$ cat config.mk
export PLATFORM = sky130hd
export DESIGN_NAME = fetch_unit_flat
export DESIGN_NICKNAME = d
export VERILOG_FILES = /design/src/rtl/fetch_unit_if.sv /design/src/rtl/fetch_unit.sv /design/src/flat_wrapper.sv
export SDC_FILE = /design/constraint.sdc
export NUM_CORES = 1
export LEC_CHECK = 0
export BUFFER_PORTS_ARGS = -buffer_cell sky130_fd_sc_hd__buf_2
export CORE_MARGIN = 8
export CORE_UTILIZATION = 52
export DETAILED_ROUTE_END_ITERATION = 8
export PLACE_DENSITY = 0.76
export SETUP_SLACK_MARGIN = 0.5
export SYNTH_ARGS = -nofsm -noshare
export SYNTH_HDL_FRONTEND = slang
export SYNTH_SLANG_ARGS = --single-unit
$ cat constraint.sdc
create_clock -name clk -period 6.8 [get_ports clk]
set_clock_uncertainty 0.1 [all_clocks]
set_input_delay 0.68 -clock clk [delete_from_list [all_inputs] [get_ports clk]]
set_output_delay 0.68 -clock clk [all_outputs]
set_load 0.03 [all_outputs]
$ cat src/rtl/fetch_unit_if.sv
// Fetch unit handshake bundle: redirect input, instruction bus request/response
// and the instruction-queue head toward decode.
interface fetch_unit_if;
    logic        redirect_valid;
    logic [31:0] redirect_pc;
    logic        ireq_valid;
    logic [31:0] ireq_addr;
    logic        ireq_ready;
    logic        iresp_valid;
    logic [31:0] iresp_data;
    logic        out_valid;
    logic        out_ready;
    logic [31:0] out_pc;
    logic [31:0] out_pcplus4;
    logic [31:0] out_instr;
    logic        out_exc_adel;

    modport master (
        input  redirect_valid, redirect_pc, ireq_ready, iresp_valid, iresp_data, out_ready,
        output ireq_valid, ireq_addr, out_valid, out_pc, out_pcplus4, out_instr, out_exc_adel
    );

    modport slave (
        output redirect_valid, redirect_pc, ireq_ready, iresp_valid, iresp_data, out_ready,
        input  ireq_valid, ireq_addr, out_valid, out_pc, out_pcplus4, out_instr, out_exc_adel
    );
endinterface

$ cat src/rtl/fetch_unit.sv
// Instruction fetch: single-outstanding bus master feeding a small FIFO of
// {pc, instr, adel} entries toward decode, with redirect and misaligned-PC handling.
module fetch_unit #(
    parameter logic [31:0] RESET_PC = 32'hBFC0_0000,
    parameter int unsigned QDEPTH   = 2
) (
    input logic          clk,
    input logic          reset,
    fetch_unit_if.master bus
);
    localparam int unsigned PW = (QDEPTH > 2) ? 2 : 1;
    localparam int unsigned CW = PW + 1;

    typedef enum logic [1:0] {IDLE, REQ, WAIT} state_e;

    typedef struct packed {
        logic [31:0] pc;
        logic [31:0] instr;
        logic        adel;
    } entry_t;

    state_e        state_q, state_d;
    logic [31:0]   fetch_pc_q, fetch_pc_d;
    logic [31:0]   ireq_addr_q, ireq_addr_d;
    logic          ireq_valid_q, ireq_valid_d;
    logic          drop_q, drop_d;
    logic          halt_q, halt_d;
    entry_t        mem_q [QDEPTH];
    entry_t        mem_d [QDEPTH];
    logic [PW-1:0] rd_ptr_q, rd_ptr_d;
    logic [PW-1:0] wr_ptr_q, wr_ptr_d;
    logic [CW-1:0] count_q, count_d;

    logic          head_valid;
    logic          room;
    logic          push;
    logic          pop;
    entry_t        push_entry;
    entry_t        head;

    assign head_valid = (count_q != '0);
    assign head       = mem_q[rd_ptr_q];
    // The outstanding transaction reserves a slot so its response can always be queued.
    assign room       = (count_q + CW'(state_q != IDLE)) < CW'(QDEPTH);
    assign pop        = head_valid && bus.out_ready;

    always_comb begin
        state_d      = state_q;
        fetch_pc_d   = fetch_pc_q;
        ireq_addr_d  = ireq_addr_q;
        ireq_valid_d = ireq_valid_q;
        drop_d       = drop_q;
        halt_d       = halt_q;
        push         = 1'b0;
        push_entry   = '0;

        unique case (state_q)
            IDLE: begin
                if (!bus.redirect_valid && !halt_q && room) begin
                    fetch_pc_d = fetch_pc_q + 32'd4;
                    if (fetch_pc_q[1:0] == 2'b00) begin
                        state_d      = REQ;
                        ireq_valid_d = 1'b1;
                        ireq_addr_d  = fetch_pc_q;
                    end else begin
                        push       = 1'b1;
                        push_entry = '{pc: fetch_pc_q, instr: 32'd0, adel: 1'b1};
                        halt_d     = 1'b1;
                    end
                end
            end
            REQ: begin
                if (bus.redirect_valid) begin
                    drop_d = 1'b1;
                end
                if (bus.ireq_ready) begin
                    state_d      = WAIT;
                    ireq_valid_d = 1'b0;
                end
            end
            WAIT: begin
                if (bus.iresp_valid) begin
                    state_d = IDLE;
                    drop_d  = 1'b0;
                    if (!drop_q && !bus.redirect_valid) begin
                        push       = 1'b1;
                        push_entry = '{pc: ireq_addr_q, instr: bus.iresp_data, adel: 1'b0};
                    end
                end else if (bus.redirect_valid) begin
                    drop_d = 1'b1;
                end
            end
            default: state_d = IDLE;
        endcase

        if (bus.redirect_valid) begin
            fetch_pc_d = bus.redirect_pc;
            halt_d     = 1'b0;
        end
    end

    // Redirect flushes the queue outright; push/pop only matter when no redirect.
    always_comb begin
        mem_d    = mem_q;
        rd_ptr_d = rd_ptr_q;
        wr_ptr_d = wr_ptr_q;
        count_d  = count_q;
        if (bus.redirect_valid) begin
            rd_ptr_d = '0;
            wr_ptr_d = '0;
            count_d  = '0;
        end else begin
            if (push) begin
                mem_d[wr_ptr_q] = push_entry;
                wr_ptr_d        = wr_ptr_q + PW'(1);
            end
            if (pop) begin
                rd_ptr_d = rd_ptr_q + PW'(1);
            end
            count_d = count_q + CW'(push) - CW'(pop);
        end
    end

    always_ff @(posedge clk) begin
        if (reset) begin
            state_q      <= IDLE;
            fetch_pc_q   <= RESET_PC;
            ireq_addr_q  <= '0;
            ireq_valid_q <= 1'b0;
            drop_q       <= 1'b0;
            halt_q       <= 1'b0;
            rd_ptr_q     <= '0;
            wr_ptr_q     <= '0;
            count_q      <= '0;
            for (int unsigned i = 0; i < QDEPTH; i++) begin
                mem_q[i] <= '0;
            end
        end else begin
            state_q      <= state_d;
            fetch_pc_q   <= fetch_pc_d;
            ireq_addr_q  <= ireq_addr_d;
            ireq_valid_q <= ireq_valid_d;
            drop_q       <= drop_d;
            halt_q       <= halt_d;
            rd_ptr_q     <= rd_ptr_d;
            wr_ptr_q     <= wr_ptr_d;
            count_q      <= count_d;
            mem_q        <= mem_d;
        end
    end

    assign bus.ireq_valid   = ireq_valid_q;
    assign bus.ireq_addr    = ireq_addr_q;
    assign bus.out_valid    = head_valid;
    assign bus.out_pc       = head_valid ? head.pc : '0;
    assign bus.out_pcplus4  = head_valid ? (head.pc + 32'd4) : '0;
    assign bus.out_instr    = head_valid ? head.instr : '0;
    assign bus.out_exc_adel = head_valid && head.adel;
endmodule

$ cat src/flat_wrapper.sv
// flat-port wrapper written by rule: the top's interface ports become plain ports
module fetch_unit_flat 
#(
    parameter logic [31:0] RESET_PC = 32'hBFC0_0000,
    parameter int unsigned QDEPTH   = 2
)
  (clk, reset, bus_redirect_valid, bus_redirect_pc, bus_ireq_ready, bus_iresp_valid, bus_iresp_data, bus_out_ready, bus_ireq_valid, bus_ireq_addr, bus_out_valid, bus_out_pc, bus_out_pcplus4, bus_out_instr, bus_out_exc_adel);
  fetch_unit_if bus_i ();
  input logic clk;
  input logic reset;
  input wire logic [$bits(bus_i.redirect_valid)-1:0] bus_redirect_valid;
  input wire logic [$bits(bus_i.redirect_pc)-1:0] bus_redirect_pc;
  input wire logic [$bits(bus_i.ireq_ready)-1:0] bus_ireq_ready;
  input wire logic [$bits(bus_i.iresp_valid)-1:0] bus_iresp_valid;
  input wire logic [$bits(bus_i.iresp_data)-1:0] bus_iresp_data;
  input wire logic [$bits(bus_i.out_ready)-1:0] bus_out_ready;
  output wire logic [$bits(bus_i.ireq_valid)-1:0] bus_ireq_valid;
  output wire logic [$bits(bus_i.ireq_addr)-1:0] bus_ireq_addr;
  output wire logic [$bits(bus_i.out_valid)-1:0] bus_out_valid;
  output wire logic [$bits(bus_i.out_pc)-1:0] bus_out_pc;
  output wire logic [$bits(bus_i.out_pcplus4)-1:0] bus_out_pcplus4;
  output wire logic [$bits(bus_i.out_instr)-1:0] bus_out_instr;
  output wire logic [$bits(bus_i.out_exc_adel)-1:0] bus_out_exc_adel;
  assign bus_i.redirect_valid = bus_redirect_valid;
  assign bus_i.redirect_pc = bus_redirect_pc;
  assign bus_i.ireq_ready = bus_ireq_ready;
  assign bus_i.iresp_valid = bus_iresp_valid;
  assign bus_i.iresp_data = bus_iresp_data;
  assign bus_i.out_ready = bus_out_ready;
  assign bus_ireq_valid = bus_i.ireq_valid;
  assign bus_ireq_addr = bus_i.ireq_addr;
  assign bus_out_valid = bus_i.out_valid;
  assign bus_out_pc = bus_i.out_pc;
  assign bus_out_pcplus4 = bus_i.out_pcplus4;
  assign bus_out_instr = bus_i.out_instr;
  assign bus_out_exc_adel = bus_i.out_exc_adel;
  fetch_unit #(.RESET_PC(RESET_PC), .QDEPTH(QDEPTH)) u_core (.clk(clk), .reset(reset), .bus(bus_i));
endmodule
## After elaboration in Yosys (flattened, before gate mapping)

Index checks and enable logic that the tools add are counted.

| cells by class | value |
|---|---|
| add/sub/neg operators | 7 |
| order comparisons | 4 |
| eq/ne operators | 6 |
| muxes and demuxes | 34 |
| bitwise operators | 4 |
| reduce and logical (&&, ||, !) cells | 24 |

Operators by type and width:

| kind | number |
|---|---|
| $mux W65 | 8 |
| $mux W32 | 6 |
| $bwmux W130 | 1 |
| $pmux W65 S2 | 1 |
| $demux W65 S1 | 1 |
| $add A32 B3 Y32 const B | 2 |
| $reduce_bool A2 Y1 | 6 |
| $mux W1 | 9 |
| $mux W2 | 4 |
| $reduce_and A4 Y1 | 2 |
| $logic_and A1 B1 Y1 | 6 |
| $pmux W1 S2 | 3 |
| $pmux W2 S3 | 1 |
| $reduce_and A3 Y1 | 2 |
| $add A2 B1 Y2 | 2 |
| $ge A2 B2 Y1 const B | 2 |
| $logic_not A2 Y1 | 2 |
| $ne A2 B1 Y1 const B | 2 |
| $ne A2 B2 Y1 const B | 2 |
| $not A1 Y2 | 2 |
| $reduce_and A2 Y1 | 2 |
| $logic_not A1 Y1 | 3 |
| $add A1 B1 Y1 const B | 2 |
| $eq A2 B1 Y1 const B | 1 |
| other kinds (6) | 7 |

| word-level totals | value |
|---|---|
| flip-flop bits (word level) | 203 |
| output and inout port bits | 131 |

## Longest topological paths before layout

Gate-level depths: netlist of run 1.

| depth | value |
|---|---|
| depth in word-level cells | 8 |
| gate-level depth with buffers | 11 |
| gate-level depth less buffers | 7 |

## Worst setup path before layout of run 1

Ideal clock, no wire load.

| timing path | value |
|---|---|
| kind | register to output |
| start point | reg u_core.rd_ptr_q |
| end point | out bus_out_pcplus4[30] |
| arrival time | 3,119 ps |
| setup slack | 2,901 ps |
| cell stages (with the launch flop) | 12 |
| path buffers | 4 |
| path through | dfxtp_1 buf_6 buf_6 buf_2 buf_2 mux2_2 ha_1 inv_1 a211oi_4 nand4_1 o31a_1 nor3_1 |

| between the ends | value |
|---|---|
| cells in the longest elaborated chain, start to end | 6 |

Ends and longest elaborated chain:

| what | line | RTL |
|---|---|---|
| start, declared | fetch_unit.sv:30 | `logic [PW-1:0] rd_ptr_q, rd_ptr_d;` |
| start signal, assigned | fetch_unit.sv:145 | `rd_ptr_q <= rd_ptr_d;` |
| $not A1 Y2 (not written as such) | fetch_unit.sv:42 | `assign head = mem_q[rd_ptr_q];` |
| $mux W65 (not written as such) (3 in a row) | fetch_unit.sv:42 |  |
| $add A32 B3 Y32 | fetch_unit.sv:156 | `assign bus.out_pcplus4 = head_valid ? (head.pc + 32'd4) : '0;` |
| $mux W32 | fetch_unit.sv:156 |  |
| end, declared | flat_wrapper.sv:21 | `output wire logic [$bits(bus_i.out_pcplus4)-1:0] bus_out_pcplus4;` |

No other way between the ends. The select of a mux whose other input is x is not followed.

## Worst setup path in the final report of run 1

| timing path | value |
|---|---|
| start point | reg u_core.rd_ptr_q |
| end point | out bus_out_pcplus4[31] |

The elaborated chain is that of the path after synthesis.

==> flow_summary.json, run 1 <==
{
  "portBuffers": 200,
  "n_antenna_cell": 0,
  "synth_edf_count": 0,
  "p_leak_uw": 0.00435,
  "ys_types": 65,
  "numCtsBuffers": 22,
  "worstPathArrival_ns": 3.46,
  "cts_resized": 0,
  "fp.dieArea_um2": 23800,
  "antenna_left": 0,
  "cellPowerDensity_nw_per_um2": 282,
  "wire_per_inst_um": 17.9,
  "post-route-period-util_pct": 62.3,
  "via_count": 9422,
  "tightest_slew_ns": 0.999,
  "ys_warn_count": 0,
  "nNetsFinal": 1431,
  "outcome": "completed",
  "ys_seq_elements": 203,
  "grt_max_degree": 134,
  "clock_latency_ns": 0.51,
  "multi_input_area_um2": 5470,
  "cts_root_buf": "clkbuf_16",
  "drive_gt1_share_pct": 20.9,
  "area_delta_synth_final_pct": 18.6,
  "end_kind": "primary output",
  "ys.flop_type": "dfxtp_1",
  "cts_hold_buf": 0,
  "synth_area_um2": 9960,
  "rows": 50,
  "place_hpwl_mm": 19.3,
  "n_fill_cell": 1669,
  "period_needed_ns": 4.24,
  "avgViaCountPerCell": 5.87,
  "cts.path.max_buffers": 3,
  "clk_pin_slew_worst_paths_ns": 0.06,
  "fin_tns_setup_ns": 0,
  "die_w_um": 154,
  "die_h_um": 154,
  "cap_violations": 0,
  "postSynthCellCount": 1216,
  "cts_setup_buffers": 0,
  "cts_tree": "yes",
  "gp_congestion": 0.877,
  "async_flop_share_pct": 0,
  "clock-sinks": 203,
  "setup_violations": 0,
  "slew_viol_final": 0,
  "grt-ovfl-total": 0,
  "hp-class": "in -> reg",
  "seq_area_frac_synth_pct": 40.8,
  "synth_area_per_cell_um2": 8.19,
  "regArea_um2": 4070,
  "grt_pass1_wl_mm": 45.6,
  "coreArea_um2": 18800,
  "relSlewSlack_pct": 33.4,
  "hold_violations": 0,
  "path_class": "reg -> out",
  "cp.required_ns": 6.02,
  "utilization_pct": 62.9,
  "syn-num-nets": 1292,
  "peakVddDrop_v": 0.000182,
  "critPathLaunchType": "flop",
  "grt_pass1_vias": 8802,
  "cp_max_fo": 47,
  "grt.total_usage_pct": 22.9,
  "max_freq_mhz": 236,
  "drt_pass1_iterations": 5,
  "io_pins": 201,
  "start_util_pct": 53.1,
  "drcViolationCount": 0,
  "antenna_found_initial": 0,
  "drt_iter0_markers": 804,
  "totalWireLength_mm": 28.7,
  "rsz0062_at_grt": "no",
  "htreeDepth": 1
}
==> critical path: stages, from the launching register on <==
cell	delay, ns
dfxtp_4	0.72
buf_4	0.75
mux2i_1	0.24
a21oi_1	0.18
nand3_1	0.18
nor4_1	0.31
mux2_2	0.37
buf_2	0.18
==> state kept, by name, summed over array words and instances, names as in the netlist <==
name,count
u_core.bus.ireq_addr,32
u_core.bus.ireq_valid,1
u_core.count_q,2
u_core.drop_q,1
u_core.fetch_pc_q,32
u_core.halt_q,1
u_core.mem_q,130
u_core.rd_ptr_q,1
u_core.state_q,2
u_core.wr_ptr_q,1
==> layout by cell type, fill, tap and decap left out, drive strengths merged, types with 12 or more instances in the layout <==
master,instances
mux2,12
nor2,202
a22oi,65
nand3,55
and2,12
inv,12
nand4,24
and3,13
buf,213
nand2,137
clkbuf,30
xnor2,17
mux2i,71
a21oi,90
nor3,26
dfxtp,203
xor2,14
o21ai,14
a211oi,81
==> final timing paths <==
path	from	end	slack, ns	depth (start not counted)
setup / recovery	u_core.rd_ptr_q$_SDFFE_PP0P_	bus_out_pcplus4[31]	2.56	7
hold / removal	bus_redirect_pc[22]	u_core.fetch_pc_q[22]$_SDFFE_PP1P_	0.30	2
setup reg to reg	u_core.state_q[0]$_SDFFE_PP0P_	u_core.mem_q[56]$_SDFFE_PP0P_	3.84	9
hold reg to reg	u_core.mem_q[5]$_SDFFE_PP0P_	u_core.mem_q[5]$_SDFFE_PP0P_	0.35	2
==> synth_stat cells (5+ instances only) <==
cell type / number / area [µm²]
dfxtp_1: 203 / 4060
nand4_1: 20 / 125
a211oi_1: 79 / 593
buf_2: 22 / 110
nand2_1: 137 / 514
a21oi_1: 89 / 445
o21ai_0: 12 / 60.1
nand3b_1: 6 / 45.0
and3_1: 12 / 75.1
nand3_1: 54 / 270
buf_1: 12 / 45.0
xnor2_1: 17 / 149
ha_1: 6 / 75.1
clkbuf_1: 57 / 214
mux2i_1: 71 / 711
o211ai_1: 5 / 37.5
and2_1: 12 / 75.1
a22oi_1: 64 / 480
nor3_1: 24 / 120
xor2_1: 14 / 123
mux2_2: 12 / 135
inv_1: 12 / 45.0
nor2_1: 201 / 754
nor4_1: 5 / 31.3
==> metrics by stage <==
stage	instance area, µm²	total power, µW	hold slack [ns]	cells	worst slack, ns
5_1_grt	11800	3470	0.289	1604	2.35
3_5_place_dp	11000	1990	0.344	1565	3.11
2_1_floorplan	9960	1810	0.332	1216	2.90
4_1_cts	11800	3340	0.288	1604	2.56
3_3_place_gp	11000	1980	0.338	1565	3.15
6_report	11800	3330	0.305	1604	2.56
==> cells by family after synthesis <==
| family | synth area share (%) |
|---|---|
| simple gates | 23.8 |
| compound gates | 18.6 |
| flops | 40.8 |
| buf+inv | 4.77 |
| mux | 8.49 |
| xor+xnor | 2.73 |
| fa+ha+maj | 0.754 |
==> routing by layer <==
layer | up-vias | GRT usage (%) | part of all wire (%)
met3 | 48 | 4.01 | 7.9
met2 | 372 | 35.7 | 46
met5 | - | 0 | 0
li1 | 4627 | - | -
met1 | 4375 | 31.3 | 44
met4 | 0 | 7.79 | 2.5
==> cell type report <==
type,instances,share of cell area [%]
multi-input cells,902,46.3
flip-flops and latches,203,34.4
repair buffers,213,9.35
clock buffers,30,5.35
well taps,234,2.48
clock inverters,9,1.65
inverters,13,0.413
==> power breakdown <==
group / internal [µW] / leakage (µW) / switching [µW] / total, µW
combinational: 203 / 0.00230 / 406 / 609
sequential: 1280 / 0.00165 / 90.3 / 1370
clock: 876 / 0.000406 / 474 / 1350
No activity file was read; power rests on OpenSTA's default activity.
==> run 2, diff against run 1 <==
--- a/config.mk
+++ b/config.mk
@@ -7,9 +7,9 @@
 export LEC_CHECK = 0
 export BUFFER_PORTS_ARGS = -buffer_cell sky130_fd_sc_hd__buf_2
 export CORE_MARGIN = 8
-export CORE_UTILIZATION = 52
+export CORE_UTILIZATION = 50
 export DETAILED_ROUTE_END_ITERATION = 8
-export PLACE_DENSITY = 0.76
+export PLACE_DENSITY = 0.77
 export SETUP_SLACK_MARGIN = 0.5
 export SYNTH_ARGS = -nofsm -noshare
 export SYNTH_HDL_FRONTEND = slang
==> constraint.sdc (replaced) <==
create_clock -name clk -period 3.6 [get_ports clk]
set_clock_uncertainty 0.1 [all_clocks]
set_input_delay 0.36 -clock clk [delete_from_list [all_inputs] [get_ports clk]]
set_output_delay 0.36 -clock clk [all_outputs]
set_load 0.03 [all_outputs]
==> run 2 against run 1 <==
Power rose by 77%. Clock power grew 56%. First-iteration DRC count down 6.2%. Cell count is 4.0% higher. Flip-flop and latch count unchanged. Register-to-register slack worse by 2.9 ns. Routed wire length grew 3.4%. Utilization down 0.27 points. Combinational power up 97%. Largest cell class unchanged. Highest routed layer unchanged.
==> flow_summary.json, run 2 (synthesis gave the netlist of run 1 again) <==
{
  "grt-ovfl-total": 0,
  "cts_tree": "yes",
  "mostFrequentLayoutCells": "dfxtp_1, nor2_1, buf_2",
  "cts.path.max_buffers": 3,
  "timing.rr.start": "u_core.state_q[0]$_SDFFE_PP0P_",
  "io_pins": 201,
  "layout_commonest_cell": "dfxtp_1",
  "portBuffers": 200,
  "largest_register": "u_core.mem_q",
  "critical_path.most_common_cell": "buf_6",
  "path_buf_inv": 3,
  "die_w_um": 157,
  "largest_reg_flops": 130,
  "rsz0062_at_grt": "yes",
  "place_hpwl_mm": 19.9,
  "nNetsFinal": 1467,
  "worstPathArrival_ns": 2.67,
  "max_freq_mhz": 320,
  "slew_viol_final": 0,
  "n_antenna_cell": 0,
  "peakVddDrop_v": 0.000337,
  "antenna_left": 0,
  "drive_gt1_share_pct": 24.1,
  "area_delta_synth_final_pct": 22.9,
  "clock-sinks": 203,
  "numCtsBuffers": 21,
  "cellPowerDensity_nw_per_um2": 482,
  "outcome": "completed",
  "totalWireLength_mm": 29.7,
  "clk_pin_slew_worst_paths_ns": 0.06,
  "grt_max_degree": 132,
  "start_util_pct": 51.0,
  "die_h_um": 157,
  "tightest_slew_ns": 0.980,
  "crit_chain": "buf_4 > buf_6 > mux2i_1 > nor4_4 > mux2_4 > buf_6",
  "cp.required_ns": 3.14,
  "period_needed_ns": 3.13,
  "coreArea_um2": 19500,
  "hold_path_startpoint": "bus_iresp_valid",
  "clock_latency_ns": 0.49,
  "cp_max_fo": 38,
  "htreeDepth": 1,
  "path_class": "reg -> out",
  "end_kind": "primary output",
  "drt_iter0_markers": 754,
  "fp.dieArea_um2": 24700,
  "setup_violations": 0,
  "via_count": 9583,
  "grt.total_usage_pct": 22.7,
  "antenna_found_initial": 0,
  "placed_cells": 1600,
  "cts_root_buf": "clkbuf_16",
  "grt_pass1_wl_mm": 45.8,
  "cp_top_family": "multiplexers",
  "whs_ns": 0.0130,
  "relSlewSlack_pct": 34.6,
  "hold_violations": 0,
  "n_fill_cell": 1756,
  "fin_tns_setup_ns": 0,
  "cap_violations": 0,
  "critical_path.startpoint": "u_core.rd_ptr_q$_SDFFE_PP0P_",
  "grt_pass1_vias": 8743,
  "hp-class": "in -> reg",
  "critPathLaunchType": "flop",
  "p_leak_uw": 0.00450,
  "post-route-period-util_pct": 86.9,
  "layout.cells.non_filler": 1668,
  "avgViaCountPerCell": 5.75,
  "wire_per_inst_um": 17.8,
  "gp_congestion": 0.884,
  "slowest_delay_ns": 0.63,
  "crit_path_top_delay_cell": "mux2i_1",
  "drcViolationCount": 0,
  "rows": 51,
  "drt_pass1_iterations": 5
}
## run 2: power breakdown
part	leakage, µW	switching (µW)	total [µW]	internal, µW
Combinational	0.00253	790	1200	405
Clock	0.000314	850	2110	1260
Sequential	0.00165	176	2590	2410
Total	0.00450	1820	5890	4080
## run 2: cell type report
type,count,area [µm²],share of cell area (%)
clock buffers,30,579,4.73
multi-input cells,903,5670,46.4
inverters,13,48.8,0.399
well taps,265,332,2.71
repair buffers,249,1460,11.9
clock inverters,5,80.1,0.654
flip-flops and latches,203,4070,33.2
## run 2: timing repair
item | 4_1_cts | 5_1_grt
cloned | 1 | 0
pin swaps | 13 | 9
resized for setup | 24 | 27
hold buffers | 5 | 0
endpoints found under the hold margin | 5 | 0
setup endpoints to repair | 21 | 14
buffers inserted | 19 | 8
## run 2: through the flow
step | util (%) | power (µW) | worst slack [ns] | cell area (µm²)
after floorplan | - | 3430 | 0.488 | 10000
after global placement | 57.0 | 3760 | 0.536 | 11100
final | 62.7 | 5890 | 0.471 | 12200
after detailed placement | 57.0 | 3780 | 0.463 | 11100
after CTS | 61.9 | 5900 | 0.469 | 12100
after global routing | 62.7 | 6150 | 0.345 | 12200
## run 2: worst paths after layout
path | slack [ns] | cells after the start | end
hold / removal | 0.01 | 2 | u_core.drop_q$_SDFFE_PP0P_
setup reg to reg | 0.95 | 8 | u_core.mem_q[81]$_SDFFE_PP0P_
setup / recovery | 0.47 | 6 | bus_out_pcplus4[31]
hold reg to reg | 0.35 | 2 | u_core.mem_q[14]$_SDFFE_PP0P_
## run 2: layer usage
layer  global-route usage [%]  up-vias  wire (µm)
met2                     35.8      379      13500
met3                     4.11       47       2360
li1                         -     4700          -
met5                        0        -          0
met1                     30.8     4457      13000
met4                     7.80        0        770
